**config.mk**
```make
export PLATFORM = sky130hd
export DESIGN_NAME = axi2ocp_mux
export DESIGN_NICKNAME = d
export VERILOG_FILES = /design/src/rtl/axi2ocp_mux.sv
export SDC_FILE = /design/constraint.sdc
export NUM_CORES = 1
export LEC_CHECK = 0
export BUFFER_PORTS_ARGS = -buffer_cell sky130_fd_sc_hd__buf_2
export CORE_AREA = 4 4 147 149
export CTS_CLUSTER_DIAMETER = 120
export DETAILED_ROUTE_END_ITERATION = 10
export DIE_AREA = 0 0 151 153
export SETUP_SLACK_MARGIN = 0.2
export SKIP_CTS_REPAIR_TIMING = 1
export SKIP_LAST_GASP = 1
export SLEW_MARGIN = 20
export SYNTH_ARGS = -nofsm -noshare
export SYNTH_HDL_FRONTEND = slang
export SYNTH_SLANG_ARGS = --single-unit
```
**constraint.sdc**
```tcl
create_clock -name clk -period 2.85 [get_ports clk]
set_clock_uncertainty 0.1 [all_clocks]
set_input_delay 0.285 -clock clk [delete_from_list [all_inputs] [get_ports clk]]
set_output_delay 0.285 -clock clk [all_outputs]
set_load 0.01 [all_outputs]
```
**src/rtl/axi2ocp_mux.sv**
```systemverilog
// axi2ocp_mux: N-port AXI4-Lite-style slave to single OCP master funnel.
//
// Arbitrates single-beat read and write requests from NUM_PORTS AXI slave
// ports round-robin. It issues one OCP transaction at a time and routes the
// OCP response back to the port that made the request.
//
// Ports:
//   clk, rst_n                  clock, asynchronous active-low reset
//   aw*/w*/b*/ar*/r*            per-port AXI channels; port p lives at
//                               lane [p*W +: W] of the packed vectors
//   mcmd, maddr, mdata          registered OCP request (0 IDLE, 1 WR, 2 RD)
//   scmdaccept, sresp, sdata    OCP slave accept and response
//
// Optional feature: define AXI2OCP_TIMEOUT_EN to abort a response wait after
// TIMEOUT_CYCLES cycles in RESP with an SLVERR response and zero read data.
module axi2ocp_mux #(
    parameter int unsigned NUM_PORTS      = 2,
    parameter int unsigned ADDR_W         = 32,
    parameter int unsigned DATA_W         = 32,
    parameter int unsigned TIMEOUT_CYCLES = 256
) (
    input  logic                        clk,
    input  logic                        rst_n,
    input  logic [NUM_PORTS-1:0]        awvalid,
    output logic [NUM_PORTS-1:0]        awready,
    input  logic [NUM_PORTS*ADDR_W-1:0] awaddr,
    input  logic [NUM_PORTS-1:0]        wvalid,
    output logic [NUM_PORTS-1:0]        wready,
    input  logic [NUM_PORTS*DATA_W-1:0] wdata,
    output logic [NUM_PORTS-1:0]        bvalid,
    input  logic [NUM_PORTS-1:0]        bready,
    output logic [NUM_PORTS*2-1:0]      bresp,
    input  logic [NUM_PORTS-1:0]        arvalid,
    output logic [NUM_PORTS-1:0]        arready,
    input  logic [NUM_PORTS*ADDR_W-1:0] araddr,
    output logic [NUM_PORTS-1:0]        rvalid,
    input  logic [NUM_PORTS-1:0]        rready,
    output logic [NUM_PORTS*DATA_W-1:0] rdata,
    output logic [NUM_PORTS*2-1:0]      rresp,
    output logic [2:0]                  mcmd,
    output logic [ADDR_W-1:0]           maddr,
    output logic [DATA_W-1:0]           mdata,
    input  logic                        scmdaccept,
    input  logic [1:0]                  sresp,
    input  logic [DATA_W-1:0]           sdata
);

    localparam int unsigned PW = (NUM_PORTS > 1) ? $clog2(NUM_PORTS) : 1;

    localparam logic [2:0] CmdIdle    = 3'd0;
    localparam logic [2:0] CmdWr      = 3'd1;
    localparam logic [2:0] CmdRd      = 3'd2;
    localparam logic [1:0] SrespNull  = 2'd0;
    localparam logic [1:0] SrespErr   = 2'd3;
    localparam logic [1:0] RespOkay   = 2'b00;
    localparam logic [1:0] RespSlverr = 2'b10;

    typedef enum logic [1:0] {StIdle, StCmd, StResp, StRet} state_e;

    state_e              state_q, state_d;
    logic [PW-1:0]       rr_ptr_q, rr_ptr_d;
    logic [PW-1:0]       port_q, port_d;
    logic                is_wr_q, is_wr_d;
    logic [2:0]          mcmd_q, mcmd_d;
    logic [ADDR_W-1:0]   maddr_q, maddr_d;
    logic [DATA_W-1:0]   mdata_q, mdata_d;
    logic [DATA_W-1:0]   rdata_q, rdata_d;
    logic [1:0]          resp_q, resp_d;

    logic [NUM_PORTS-1:0] req;
    logic                 grant_vld;
    logic [PW-1:0]        grant_idx;
    logic                 grant_wr;

`ifdef AXI2OCP_TIMEOUT_EN
    localparam int unsigned CW = $clog2(TIMEOUT_CYCLES + 1);
    logic [CW-1:0] cnt_q, cnt_d;
`endif

    // A write needs both AW and W; a lone AW or W never forms a request.
    assign req = (awvalid & wvalid) | arvalid;

    // Round-robin search starting at the port after the last grant.
    always_comb begin : arb
        int            j;
        logic [PW-1:0] cand;
        grant_vld = 1'b0;
        grant_idx = '0;
        j         = 0;
        cand      = '0;
        for (int i = 1; i <= int'(NUM_PORTS); i++) begin
            j = int'(rr_ptr_q) + i;
            if (j >= int'(NUM_PORTS)) begin
                j = j - int'(NUM_PORTS);
            end
            cand = PW'(j);
            if (!grant_vld && req[cand]) begin
                grant_vld = 1'b1;
                grant_idx = cand;
            end
        end
        grant_wr = awvalid[grant_idx] & wvalid[grant_idx];
    end

    always_comb begin : fsm
        state_d  = state_q;
        rr_ptr_d = rr_ptr_q;
        port_d   = port_q;
        is_wr_d  = is_wr_q;
        mcmd_d   = mcmd_q;
        maddr_d  = maddr_q;
        mdata_d  = mdata_q;
        rdata_d  = rdata_q;
        resp_d   = resp_q;
        awready  = '0;
        wready   = '0;
        arready  = '0;
`ifdef AXI2OCP_TIMEOUT_EN
        cnt_d    = cnt_q;
`endif
        unique case (state_q)
            StIdle: begin
                // rst_n gating keeps the readys low while reset is held.
                if (grant_vld && rst_n) begin
                    if (grant_wr) begin
                        awready[grant_idx] = 1'b1;
                        wready[grant_idx]  = 1'b1;
                        mcmd_d             = CmdWr;
                        maddr_d            = awaddr[grant_idx*ADDR_W +: ADDR_W];
                        mdata_d            = wdata[grant_idx*DATA_W +: DATA_W];
                    end else begin
                        arready[grant_idx] = 1'b1;
                        mcmd_d             = CmdRd;
                        maddr_d            = araddr[grant_idx*ADDR_W +: ADDR_W];
                        mdata_d            = '0;
                    end
                    port_d   = grant_idx;
                    is_wr_d  = grant_wr;
                    rr_ptr_d = grant_idx;
                    state_d  = StCmd;
                end
            end
            StCmd: begin
                if (scmdaccept) begin
                    mcmd_d  = CmdIdle;
                    state_d = StResp;
`ifdef AXI2OCP_TIMEOUT_EN
                    cnt_d   = '0;
`endif
                end
            end
            StResp: begin
                if (sresp != SrespNull) begin
                    resp_d  = (sresp == SrespErr) ? RespSlverr : RespOkay;
                    rdata_d = is_wr_q ? '0 : sdata;
                    state_d = StRet;
`ifdef AXI2OCP_TIMEOUT_EN
                end else if (cnt_q == CW'(TIMEOUT_CYCLES - 1)) begin
                    resp_d  = RespSlverr;
                    rdata_d = '0;
                    state_d = StRet;
                end else begin
                    cnt_d   = cnt_q + 1'b1;
`endif
                end
            end
            StRet: begin
                if (is_wr_q ? bready[port_q] : rready[port_q]) begin
                    state_d = StIdle;
                end
            end
            default: state_d = StIdle;
        endcase
    end

    always_ff @(posedge clk or negedge rst_n) begin
        if (!rst_n) begin
            state_q  <= StIdle;
            rr_ptr_q <= PW'(NUM_PORTS - 1);
            port_q   <= '0;
            is_wr_q  <= 1'b0;
            mcmd_q   <= CmdIdle;
            maddr_q  <= '0;
            mdata_q  <= '0;
            rdata_q  <= '0;
            resp_q   <= '0;
`ifdef AXI2OCP_TIMEOUT_EN
            cnt_q    <= '0;
`endif
        end else begin
            state_q  <= state_d;
            rr_ptr_q <= rr_ptr_d;
            port_q   <= port_d;
            is_wr_q  <= is_wr_d;
            mcmd_q   <= mcmd_d;
            maddr_q  <= maddr_d;
            mdata_q  <= mdata_d;
            rdata_q  <= rdata_d;
            resp_q   <= resp_d;
`ifdef AXI2OCP_TIMEOUT_EN
            cnt_q    <= cnt_d;
`endif
        end
    end

    assign mcmd  = mcmd_q;
    assign maddr = maddr_q;
    assign mdata = mdata_q;

    // Only the owning port's response lane is driven; other lanes read zero.
    always_comb begin : resp_out
        bvalid = '0;
        rvalid = '0;
        bresp  = '0;
        rresp  = '0;
        rdata  = '0;
        if (state_q == StRet) begin
            if (is_wr_q) begin
                bvalid[port_q]         = 1'b1;
                bresp[port_q*2 +: 2]   = resp_q;
            end else begin
                rvalid[port_q]                 = 1'b1;
                rresp[port_q*2 +: 2]           = resp_q;
                rdata[port_q*DATA_W +: DATA_W] = rdata_q;
            end
        end
    end

endmodule

```
==> impl_metrics.yaml <==
drt:
  firstDrtPassIters: 6
  drt-vias-per-instance: 4.53
  wl_mm: 20.1
  num_vias: 5484
  drt_iter0_markers: 322
  drtAntennaViolNets: 0
  wl_per_cell_um: 16.6
  drc: 0
cells_and_area:
  post-route-cell-area_mm2: 0.00802
  drive_gt1_share_pct: 45.4
  diodes: 0
  final_nets: 1179
  utilization_pct: 39.8
  area_growth_pct: 42.6
power_and_ir_drop:
  pwr-share-comb_pct: 44.1
  p_switching_uw: 2680
  clockPowerShare_pct: 18.3
  power_frac_seq_pct: 37.6
  swShare_pct: 39.5
  peakVddDrop_uv: 320
  pwr_density_cell_mw_per_mm2: 846
  p_leak_uw: 0.00432
  power.internal_uw: 4100
flow_run:
  maxCapViolations: 0
yosys:
  synth_ff_type: "dfrtp_1"
  synth_top_area_share_pct: 45.8
  ys_seq_area_share_pct: 46.3
  avgSynthCellArea_um2: 9.80
  ys_types: 36
  netlist_instances: 574
  synth.cell_area_mm2: 0.00562
  ys_ff_latch: 104
  synth_top_area_cell: "dfrtp_1"
  ys_warn_count: 0
  synth-edff-count: 0
  async_flop_share_pct: 100
  synthTopCellsByArea: "dfrtp_1 (46%), mux2i_1 (12%), and2_1 (7.6%), o21ai_1 (6.9%), a222oi_1 (5.7%)"
placed_design:
  place_ws_ns: 0.750
  place_area_mm2: 0.00773
  gp_congestion: 0.810
  hpwl_mm: 15.9
  port-buffer-count: 382
critical_path:
  endpoint_kind: "output port"
  cp-start-kind: "register"
  crit_fanout: 34
  critical_path_arrival_ns: 2.09
  cp.required_ns: 2.47
  crit_type: "reg2out"
floorplanning:
  die_height_um: 153
  start_util_pct: 27.9
  coreArea_mm2: 0.0202
  dieArea_mm2: 0.0231
  boundaryPins: 388
  num_rows: 52
  die_w_um: 151
sta:
  setup_viol: 0
  tightest_slew_ns: 0.785
  max_slew_margin_pct: 47.7
  max_freq_mhz: 405
  grt_setup_unrepaired: "false"
  finalCritPeriodShare_pct: 86.7
  fin_setup_tns_ns: 0
  hold_viol_final: 0
  maxSlewViolCount: 0
  fin_crit_ns: 2.47
  setup_slack_ns: 0.379
clock_tree:
  clk_latency_ns: 0.35
  numCtsBuffers: 9
  cts_tree: "done"
  htreeDepth: 3
  cts_buffer_depth: 2
  clkSinkCount: 104
  cts-root-buf: "clkbuf_16"
  clk_pin_slew_ns: 0.07
global_routing:
  grt_pass1_vias: 5239
  use_met1_pct: 19.4
  grt_max_degree: 58
  grt_util_met2_pct: 29.1
  top_usage_layer: "met2"
  grt_overflow: 0
  grt_use_met3_pct: 4.77
  antenna_found_initial: 2
  grt_pass1_wl_mm: 29.7
  grt_use_total_pct: 16.5
min_path:
  hp-class: "in2async"
outcome:
  status: "finished, final reports clean"
==> synth_stat cells, types with 2 or more instances <==
library cell	n
dfrtp_1	103
o21ai_1	78
nand2_1	75
and2_1	68
mux2i_1	66
nand2b_1	33
a222oi_1	32
clkbuf_1	26
o21ai_0	20
buf_6	10
nor2_1	8
buf_2	7
buf_4	7
inv_1	7
ha_1	5
a21oi_2	3
o22ai_1	3
a21boi_1	2
inv_2	2
mux2_1	2
nor2_2	2
==> sequential cells by signal (all words and copies together) (netlist names) <==
signal,count
maddr,32
mdata,32
rdata_q,32
mcmd,2
state_q,2
is_wr_q,1
port_q,1
resp_q,1
rr_ptr_q,1
==> critical path, cell delays in order, from the launching register on <==
cell and delay [ns]:
dfrtp_1 0.40, inv_1 0.13, ha_1 0.20, and2_2 0.22, o21ai_2 0.09, nor2_2 0.08
buf_4 0.37, buf_2 0.21
==> routing by layer <==
layer,routed length (um),up-vias
met5,7,-
met4,369,2
met3,1740,21
met2,10100,238
met1,7910,2504
li1,-,2719
==> final cells by class <==
cell class	instances	area, um2
clock buffer	11	243
inverter	9	33.8
clock inverter	5	46.3
multi-input combinational	415	2730
fill	2075	12100
tap	270	338
timing repair buffer	396	2030
sequential	104	2600
==> power by group through the flow <==
stage	registers [uW]	clock network, uW	logic [uW]
after floorplan	2680	0	1690
after global routing	2650	1340	3350
after detailed placement	2580	0	3060
after CTS	2550	1280	3060
after global placement	2570	0	3010
final	2550	1240	2990
==> path summary, 6_finish.rpt <==
path | from | end | slack (ns) | depth (start not counted)
min reg2reg | mdata[2] | mdata[2] | 0.38 | 2
max in group asynchronous | rst_n | rdata_q[8] | 1.50 | 3
max | state_q[0] | awready[1] | 0.38 | 7
min in group clk | awaddr[37] | maddr[5] | 0.06 | 3
max reg2reg | state_q[0] | state_q[1] | 0.75 | 7
min | rst_n | is_wr_q | 0.01 | 2
==> cell usage in the layout (no fill, tap or decap), types with 2 or more instances in the layout <==
| cell type | count |
|---|---|
| buf_2 | 381 |
| dfrtp_1 | 103 |
| o21ai_1 | 77 |
| nand2_1 | 74 |
| and2_1 | 68 |
| mux2i_1 | 66 |
| nand2b_1 | 33 |
| a222oi_1 | 32 |
| o21ai_0 | 20 |
| buf_4 | 14 |
| clkbuf_16 | 9 |
| nor2_1 | 8 |
| inv_1 | 7 |
| ha_1 | 5 |
| conb_1 | 5 |
| o22ai_1 | 3 |
| a21oi_2 | 2 |
| inv_2 | 2 |
| nor2_2 | 2 |
| a21oi_4 | 2 |
| nand2_2 | 2 |
| mux2_1 | 2 |
| a21boi_1 | 2 |
| inv_8 | 2 |
| clkinvlp_4 | 2 |
==> stage by stage <==
step,std cells,power (uW),hold slack [ns]
after floorplan,578,4380,-0.111
after global placement,1194,5580,0.364
after detailed placement,1194,5640,0.370
after CTS,1210,6900,0.0454
after global routing,1210,7340,0.0593
final,1210,6780,0.0117
==> cell families (layout without fill, tap and decap cells) <==
family	after synthesis	count (layout)	share of synthesized area [%]
and+or+nand+nor	190	190	17.6
AOI/OAI and AO/OA	147	147	16.9
DFF	104	104	46.3
muxes	68	68	12.1
buffers and inverters	59	421	5.90
adders and majority gates	5	5	1.11
other	1	5	0.0667
Note: power is estimated with default switching activity, not from simulation.
